--- config.mk ---
export PLATFORM = sky130hd
export DESIGN_NAME = ex_stage
export DESIGN_NICKNAME = d
export VERILOG_FILES = /design/src/rtl/ex_stage.sv
export SDC_FILE = /design/constraint.sdc
export NUM_CORES = 1
export LEC_CHECK = 0
export BUFFER_PORTS_ARGS = -buffer_cell sky130_fd_sc_hd__buf_2
export CORE_ASPECT_RATIO = 1.25
export CORE_MARGIN = 1
export CORE_UTILIZATION = 45
export DETAILED_ROUTE_END_ITERATION = 10
export PLACE_DENSITY = 0.75
export RECOVER_POWER = 25
export SETUP_SLACK_MARGIN = 0.4
export SYNTH_ARGS = -nofsm -noshare
export SYNTH_HDL_FRONTEND = slang
export SYNTH_SLANG_ARGS = --single-unit
--- constraint.sdc ---
create_clock -name clk -period 7.3 [get_ports clk]
set_input_delay 1.095 -clock clk [delete_from_list [all_inputs] [get_ports clk]]
set_output_delay 1.095 -clock clk [all_outputs]
set_load 0.02 [all_outputs]
--- src/rtl/ex_stage.sv ---
// Execute stage: decodes ALU op and operands, resolves branches/jumps, and holds
// the EX/MEM pipeline register behind a valid/ready handshake.
module ex_stage #(
  parameter int                XLEN          = 32,
  parameter logic [XLEN-1:0]   RESET_PC_NEXT = '0
) (
  input  logic            clk,
  input  logic            rst,
  input  logic            in_valid,
  output logic            in_ready,
  input  logic [XLEN-1:0] in_pc,
  input  logic [XLEN-1:0] in_rs1,
  input  logic [XLEN-1:0] in_rs2,
  input  logic [XLEN-1:0] in_imm,
  input  logic [6:0]      in_opcode,
  input  logic [2:0]      in_funct3,
  input  logic            in_funct7b5,
  input  logic [4:0]      in_rd,
  input  logic            flush,
  output logic [5:0]      alu_s,
  output logic [XLEN-1:0] alu_a,
  output logic [XLEN-1:0] alu_b,
  input  logic [XLEN-1:0] alu_q,
  input  logic            alu_cmp,
  output logic            out_valid,
  input  logic            out_ready,
  output logic [XLEN-1:0] out_result,
  output logic [XLEN-1:0] out_store_data,
  output logic [4:0]      out_rd,
  output logic            out_wb_en,
  output logic            out_mem_rd,
  output logic            out_mem_wr,
  output logic [2:0]      out_funct3,
  output logic            out_illegal,
  output logic            redirect_valid,
  output logic [XLEN-1:0] redirect_pc,
  output logic            out_misalign
);

  localparam logic [6:0] OPC_OP     = 7'b0110011;
  localparam logic [6:0] OPC_IMM    = 7'b0010011;
  localparam logic [6:0] OPC_LOAD   = 7'b0000011;
  localparam logic [6:0] OPC_STORE  = 7'b0100011;
  localparam logic [6:0] OPC_BRANCH = 7'b1100011;
  localparam logic [6:0] OPC_JAL    = 7'b1101111;
  localparam logic [6:0] OPC_JALR   = 7'b1100111;
  localparam logic [6:0] OPC_LUI    = 7'b0110111;
  localparam logic [6:0] OPC_AUIPC  = 7'b0010111;

  logic [XLEN-1:0] pc_imm, pc_plus4, jalr_target, target;
  logic            is_legal, wb_dec, mem_rd_dec, mem_wr_dec, link, taken, accept;

  // Targets get dedicated adders so the ALU stays free to do the branch compare.
  assign pc_imm      = in_pc + in_imm;
  assign pc_plus4    = in_pc + XLEN'(4);
  assign jalr_target = (in_rs1 + in_imm) & ~XLEN'(1);

  always_comb begin
    alu_s      = 6'b000001;
    alu_a      = in_rs1;
    alu_b      = in_imm;
    is_legal   = 1'b1;
    wb_dec     = 1'b0;
    mem_rd_dec = 1'b0;
    mem_wr_dec = 1'b0;
    link       = 1'b0;
    taken      = 1'b0;
    target     = pc_imm;
    case (in_opcode)
      OPC_OP: begin
        alu_s  = {in_funct7b5, in_funct3, 2'b01};
        alu_b  = in_rs2;
        wb_dec = 1'b1;
      end
      OPC_IMM: begin
        alu_s  = {in_funct7b5 & (in_funct3 == 3'b101), in_funct3, 2'b01};
        wb_dec = 1'b1;
      end
      OPC_BRANCH: begin
        alu_s = {1'b0, in_funct3, 2'b11};
        alu_b = in_rs2;
        taken = alu_cmp;
      end
      OPC_LOAD: begin
        wb_dec     = 1'b1;
        mem_rd_dec = 1'b1;
      end
      OPC_STORE: mem_wr_dec = 1'b1;
      OPC_JAL: begin
        alu_a  = in_pc;
        wb_dec = 1'b1;
        link   = 1'b1;
        taken  = 1'b1;
      end
      OPC_JALR: begin
        wb_dec = 1'b1;
        link   = 1'b1;
        taken  = 1'b1;
        target = jalr_target;
      end
      OPC_AUIPC: begin
        alu_a  = in_pc;
        wb_dec = 1'b1;
      end
      OPC_LUI: begin
        alu_a  = '0;
        wb_dec = 1'b1;
      end
      default: is_legal = 1'b0;
    endcase
  end

  // A live redirect means the instruction now on the input is wrong-path: take it and drop it.
  assign in_ready = ~out_valid | out_ready | redirect_valid;
  assign accept   = in_valid & in_ready & ~flush & ~redirect_valid;

  always_ff @(posedge clk or posedge rst) begin
    if (rst) begin
      out_valid      <= 1'b0;
      out_result     <= '0;
      out_store_data <= '0;
      out_rd         <= '0;
      out_wb_en      <= 1'b0;
      out_mem_rd     <= 1'b0;
      out_mem_wr     <= 1'b0;
      out_funct3     <= '0;
      out_illegal    <= 1'b0;
      out_misalign   <= 1'b0;
      redirect_valid <= 1'b0;
      redirect_pc    <= RESET_PC_NEXT;
    end else if (flush) begin
      out_valid      <= 1'b0;
      redirect_valid <= 1'b0;
    end else begin
      redirect_valid <= accept & taken;
      if (accept) begin
        out_valid      <= 1'b1;
        out_result     <= link ? pc_plus4 : alu_q;
        out_store_data <= in_rs2;
        out_rd         <= in_rd;
        out_wb_en      <= wb_dec & (in_rd != 5'd0);
        out_mem_rd     <= mem_rd_dec;
        out_mem_wr     <= mem_wr_dec;
        out_funct3     <= in_funct3;
        out_illegal    <= ~is_legal;
        out_misalign   <= taken & target[1];
        if (taken) redirect_pc <= target;
      end else if (out_ready) begin
        out_valid <= 1'b0;
      end
    end
  end

endmodule

### Word-level counts from Yosys, hierarchy flattened

Cells that the tools add are included.

* equal/unequal tests: 10
* add/subtract/negate cells: 3
* reductions and logical operators: 9
* bitwise operators: 13
* mux-type cells: 15

Operator list (count)
* 32-bit two-way mux: 3
* 32-bit adder: 2
* 32-bit case mux with 2 select lines: 1
* 32-bit by 3-bit adder with 32-bit output, second input constant: 1
* 7-bit by 6-bit equality test with 1-bit output, second input constant: 3
* 7-bit equality test, second input constant: 3
* 6-bit case mux with 3 select lines: 1
* 7-bit by 5-bit equality test with 1-bit output, second input constant: 2
* 1-bit two-way mux: 9
* 9-bit OR reduction: 1
* 1-bit AND: 7
* 7-bit by 2-bit equality test with 1-bit output, second input constant: 1
* 7-bit OR reduction: 1
* 2-bit OR reduction: 3
* 5-bit nonzero test: 1
* 1-bit NOT: 4
* 3-bit equality test, second input constant: 1
* 3-bit AND reduction: 1
* 3-bit nonzero test: 1
* 1-bit bitwise OR: 2
* 1-bit case mux with 2 select lines: 1
* 2-bit AND reduction: 1

* register bits: 111
* bits of input ports: 182
* output and inout port bits: 182
* word-level logic and storage cells: 62

### Logic depth before layout (Yosys ltp)

* depth after elaboration: 8
* depth in mapped cells: 12
* depth with buffers taken out: 11

### Worst setup path before layout

No wires, ideal clock.

* path type: input to register
* start point: input in_pc[0]
* end point: register redirect_pc[30]
* path buffers: 0
* setup slack: 3.678 ns
* stages on the path: 11
* data required time: 7.168 ns
* arrival time: 3.490 ns
* setup time: 0.132 ns
* cell sequence: ha_1 > fa_1 > a211oi_1 > o21ai_1 > a31o_2 > nor4b_4 > o211ai_2 > a21oi_2 > a311oi_2 > mux2i_1 > or3b_1

* longest elaborated chain between the ends: 2

RTL lines
* start, declared: line 11 `input logic [XLEN-1:0] in_pc,`
* 32-bit adder: line 54 `assign pc_imm = in_pc + in_imm;`
* 32-bit two-way mux: line 69 `case (in_opcode)`
* end signal, assigned: line 147 `if (taken) redirect_pc <= target;`
* end, declared: line 36 `output logic [XLEN-1:0] redirect_pc,`

Every way passes these cells.
A chain may end at the register's enable or synchronous reset.

### Final worst setup path

* start point: input in_opcode[3]
* end point: output alu_b[15]

* longest elaborated chain between the ends: 3
* elaborated cells between the ends (all ways): 4
* classes of those cells: eq/ne: 2; mux: 1; reduce/logical: 1

RTL lines
* start, declared: line 15 `input logic [6:0] in_opcode,`
* 7-bit equality test or 7-bit by 6-bit equality test with 1-bit output (tied branches): line 69
* 2-bit OR reduction (no source line) *
* 32-bit two-way mux *: line 69
* end, declared: line 22 `output logic [XLEN-1:0] alu_b,`

Every way passes the cells marked *; elsewhere a longest branch is shown, timed or not.

==> impl_metrics.prom <==
# TYPE chip_impl_metric gauge
chip_impl_metric{name="drt_drc_violations_left",unit=""} 0
chip_impl_metric{name="vdd_ir_drop_max",unit="mV"} 0.117
chip_impl_metric{name="syn_avg_cell_area",unit="sq um"} 7.96
chip_impl_metric{name="critical_path_required",unit="ps"} 6200
chip_impl_metric{name="maxCapViolCount",unit=""} 1
chip_impl_info{name="violations",value="capacitance limit, slew limit"} 1
chip_impl_metric{name="numCtsBuffers",unit=""} 9
chip_impl_metric{name="fp.coreArea",unit="sq um"} 19700
chip_impl_metric{name="yosys.cell_types.count",unit=""} 74
chip_impl_metric{name="min_delay_path_depth",unit=""} 2
chip_impl_metric{name="synth_edf_count",unit=""} 0
chip_impl_info{name="whs_endpoint",value="redirect_pc[7]$_DFFE_PP0P_"} 1
chip_impl_metric{name="route.antenna.remaining_nets",unit=""} 0
chip_impl_info{name="cts.root.buffer_cell",value="sky130_fd_sc_hd__clkbuf_16"} 1
chip_impl_metric{name="synth.top_cell.area_share",unit="%"} 30.4
chip_impl_info{name="regToRegStartpoint",value="redirect_valid$_DFF_PP0_"} 1
chip_impl_metric{name="arrival",unit="ps"} 3170
chip_impl_metric{name="first_pass_grt_wire_length",unit="mm"} 49.7
chip_impl_metric{name="initialDrtViolationCount",unit=""} 672
chip_impl_metric{name="synth-adder-area-share",unit="%"} 8.92
chip_impl_metric{name="yosys-mux-area-fraction",unit="%"} 4.05
chip_impl_info{name="rsz_0062_raised_after_global_routing",value="no"} 1
chip_impl_info{name="timing_worst_setup_path_type",value="in -> out"} 1
chip_impl_metric{name="yosysWarningCount",unit=""} 0
chip_impl_info{name="synth-main-ff-cell",value="sky130_fd_sc_hd__dfrtp_1"} 1
chip_impl_metric{name="number_of_antenna_violations_at_the_first_check_in_global_routing",unit=""} 2
chip_impl_info{name="cts_tree",value="yes"} 1
chip_impl_metric{name="final.hold.worst_slack",unit="ps"} 474
chip_impl_metric{name="final_net_count",unit=""} 1719
chip_impl_metric{name="power_frac_comb",unit="%"} 38.8
chip_impl_metric{name="cts_num_sinks",unit=""} 111
chip_impl_metric{name="final_hold_viol_count",unit=""} 0
chip_impl_metric{name="power.clock.fraction",unit="%"} 25.0
chip_impl_metric{name="fin_worst_skew",unit="ps"} 8.91
chip_impl_info{name="timing.hold.worst.start",value="redirect_pc[7]$_DFFE_PP0P_"} 1
chip_impl_metric{name="pre_repair_dr_iteration_count",unit=""} 5
chip_impl_metric{name="postSynthNetCount",unit=""} 1395
chip_impl_metric{name="vias_in_the_first_global_route",unit=""} 9200
chip_impl_metric{name="synth_seq_area_share",unit="%"} 30.4
chip_impl_metric{name="ctsLongestPathBuffers",unit=""} 2
chip_impl_metric{name="detailroute.via_count",unit=""} 9923
chip_impl_metric{name="worst-path-max-fanout",unit=""} 32
chip_impl_metric{name="post_route_cells_drive_above_1_share",unit="%"} 26.7
chip_impl_info{name="cp-start-kind",value="input port"} 1
chip_impl_metric{name="post-place-ws",unit="ps"} 3010
chip_impl_metric{name="async_reset_ff_share",unit="%"} 100
chip_impl_metric{name="synth_compound_area_share",unit="%"} 24.0
chip_impl_info{name="hold_path.class",value="reg -> reg"} 1
chip_impl_metric{name="synth_seq_cells",unit=""} 111
chip_impl_info{name="commonest_non_fill_non_tap_cell_in_the_layout",value="sky130_fd_sc_hd__buf_2"} 1
chip_impl_metric{name="cts.repair.resized",unit=""} 0
chip_impl_metric{name="setup_viol",unit=""} 0
chip_impl_metric{name="place_congestion",unit=""} 0.909
chip_impl_metric{name="worst_setup_hold_path_clk_slew",unit="ps"} 80
chip_impl_metric{name="synth_area",unit="sq um"} 9150
chip_impl_metric{name="fmaxAchievable",unit="MHz"} 234
chip_impl_metric{name="final_routed_wirelength_across_all_metal_layers",unit="mm"} 33.2
chip_impl_metric{name="p_leak",unit="nW"} 5.66
chip_impl_metric{name="pwr_density_cell",unit="nW/um^2"} 182
chip_impl_metric{name="p_sw_share",unit="%"} 39.9
chip_impl_info{name="timing.critical_path.to_type",value="output port"} 1
chip_impl_metric{name="final-max-slew-violation-count",unit=""} 49
chip_impl_metric{name="rows",unit=""} 57
chip_impl_metric{name="largest_net_degree_at_the_start_of_global_routing",unit=""} 105
chip_impl_metric{name="final.period_utilization",unit="%"} 58.5
chip_impl_metric{name="internal_power",unit="mW"} 1.24
chip_impl_info{name="yosys.area.top_type",value="sky130_fd_sc_hd__dfrtp_1"} 1
chip_impl_info{name="most_area_consuming_cells_after_synthesis",value="sky130_fd_sc_hd__dfrtp_1, sky130_fd_sc_hd__nand2_1, sky130_fd_sc_hd__ha_1"} 1
chip_impl_metric{name="synthesis.instances",unit=""} 1149
chip_impl_info{name="outcome",value="finished, violations left"} 1
chip_impl_info{name="layout.cells.most_common_list",value="sky130_fd_sc_hd__buf_2, sky130_fd_sc_hd__nand2_1, sky130_fd_sc_hd__dfrtp_1, sky130_fd_sc_hd__a21oi_1, sky130_fd_sc_hd__nor2_1"} 1
chip_impl_metric{name="postCtsHoldBufs",unit=""} 0
chip_impl_metric{name="detail_route.vias_per_cell",unit=""} 5.69
chip_impl_metric{name="total_track_usage",unit="%"} 31.3
chip_impl_metric{name="min_period",unit="ps"} 4270
chip_impl_metric{name="worst-slew-pin-transition",unit="ps"} 2300
chip_impl_metric{name="start_util",unit="%"} 46.5
chip_impl_metric{name="slew_headroom",unit="%"} -54.2
chip_impl_metric{name="cts.htree.levels",unit=""} 3
chip_impl_metric{name="parity_gate_share_of_the_synthesized_area_counting_xor_and_xnor_cells",unit="%"} 7.37
chip_impl_info{name="synth_top_family_by_area",value="compound AO/OA/AOI/OAI gates"} 1
chip_impl_metric{name="post_cts.repair.setup_buffers",unit=""} 0
chip_impl_metric{name="grt-ovfl-total",unit=""} 0
chip_impl_metric{name="power.share.sequential",unit="%"} 36.1
chip_impl_metric{name="floorplan.die.width",unit="um"} 130
chip_impl_metric{name="timing.final.ws_setup",unit="ps"} 3030
chip_impl_metric{name="reg2reg_depth",unit=""} 9
chip_impl_metric{name="net-switching-power",unit="mW"} 0.826
chip_impl_metric{name="dp.final_hpwl",unit="mm"} 25.7
chip_impl_metric{name="die_h",unit="um"} 161
chip_impl_info{name="worst_r2r_endpoint",value="redirect_pc[12]$_DFFE_PP0P_"} 1
chip_impl_metric{name="synth_simple_gate_area_share",unit="%"} 22.1
chip_impl_metric{name="area_growth_syn_to_layout",unit="%"} 24.5
chip_impl_metric{name="avgRoutedWirePerCell",unit="um"} 19.1
chip_impl_metric{name="worst_skew_pair.late_latency",unit="ps"} 370
chip_impl_metric{name="floorplan.die_area",unit="sq um"} 20900
chip_impl_metric{name="rrSetupSlack",unit="ps"} 4310
chip_impl_metric{name="pin_count",unit=""} 364
chip_impl_metric{name="nFillCells",unit=""} 1900
chip_impl_metric{name="io_buffers",unit=""} 362
chip_impl_metric{name="setup-tns-final",unit="ps"} 0
-- per-layer routing --
layer	track usage [%]	part of all wire, %
met5	0	0
met4	13.5	3.0
met3	3.21	6.3
met2	55.3	49
met1	38.2	41
-- power by group through the flow --
| stage | sequential (mW) | combinational (mW) | clock (mW) |
|---|---|---|---|
| final | 0.748 | 0.804 | 0.518 |
| after global placement | 0.753 | 0.800 | 0 |
| after global routing | 0.757 | 0.876 | 0.542 |
| after floorplan | 0.859 | 0.410 | 0 |
| after detailed placement | 0.757 | 0.808 | 0 |
| after CTS | 0.746 | 0.812 | 0.526 |
-- worst max path at each step --
stage / start / to / slack [ps] / depth (start not counted)
after detailed placement: in_opcode[3] / alu_b[21] / 3010 / 5
after floorplan: rst / out_funct3[0]$_DFFE_PP0P_ / 3270 / 1
after CTS: in_opcode[3] / alu_b[21] / 3000 / 5
after global routing: in_opcode[3] / alu_b[15] / 2870 / 5
final: in_opcode[3] / alu_b[15] / 3030 / 5
after global placement: in_opcode[2] / redirect_pc[12]$_DFFE_PP0P_ / 3110 / 7
-- through the flow --
step	instance area [sq um]	cells	util, %	power [mW]
after floorplan	9150	1149	-	1.27
after global placement	11100	1727	56.6	1.55
after detailed placement	11100	1727	56.6	1.56
after CTS	11500	1743	58.2	2.08
after global routing	11400	1745	57.9	2.18
final	11400	1745	57.9	2.07
-- flip-flops by register name, summed over array words and instances (netlist names), 3 cells and up --
register	cells
out_rd	5
redirect_pc	32
out_store_data	32
out_funct3	3
out_result	32
-- critical path, cell delays in order --
cell,delay (ps)
sky130_fd_sc_hd__buf_2,150
sky130_fd_sc_hd__nor3_1,270
sky130_fd_sc_hd__nand3_2,860
sky130_fd_sc_hd__mux2_2,610
sky130_fd_sc_hd__buf_2,160
-- cell usage after synthesis (11+ instances only) --
library cell               count
sky130_fd_sc_hd__ha_1         62
sky130_fd_sc_hd__xor2_1       40
sky130_fd_sc_hd__inv_1        21
sky130_fd_sc_hd__nand2_1     236
sky130_fd_sc_hd__o21ai_0      78
sky130_fd_sc_hd__clkbuf_1     44
sky130_fd_sc_hd__a21o_1       26
sky130_fd_sc_hd__and2_1       14
sky130_fd_sc_hd__nand3_1      26
sky130_fd_sc_hd__nor2_1       85
sky130_fd_sc_hd__dfrtp_1     111
sky130_fd_sc_hd__a21oi_1     103
sky130_fd_sc_hd__nand2b_1     11
sky130_fd_sc_hd__a211oi_1     11
sky130_fd_sc_hd__a22o_1       32
sky130_fd_sc_hd__nor3_1       14
sky130_fd_sc_hd__mux2_2       32
sky130_fd_sc_hd__xnor2_1      37
sky130_fd_sc_hd__a31oi_1      14
-- cell type report --
class	instances	area [sq um]	area share (%)
timing repair buffer	367	1780	15.7
multi-input combinational	962	6110	53.6
clock inverter	6	62.6	0.549
inverter	22	83.8	0.736
clock buffer	10	239	2.10
tap	265	332	2.91
antenna	2	5.00	0.0439
sequential	111	2780	24.4
-- cells by family after synthesis --
family | count (synthesis)
adders and majority gates | 64
DFF | 111
buffers and inverters | 76
muxes | 33
other | 1
AOI/OAI and AO/OA | 336
and+or+nand+nor | 451
xor gates and xnor gates | 77
Power figures use the tool's default switching activity.
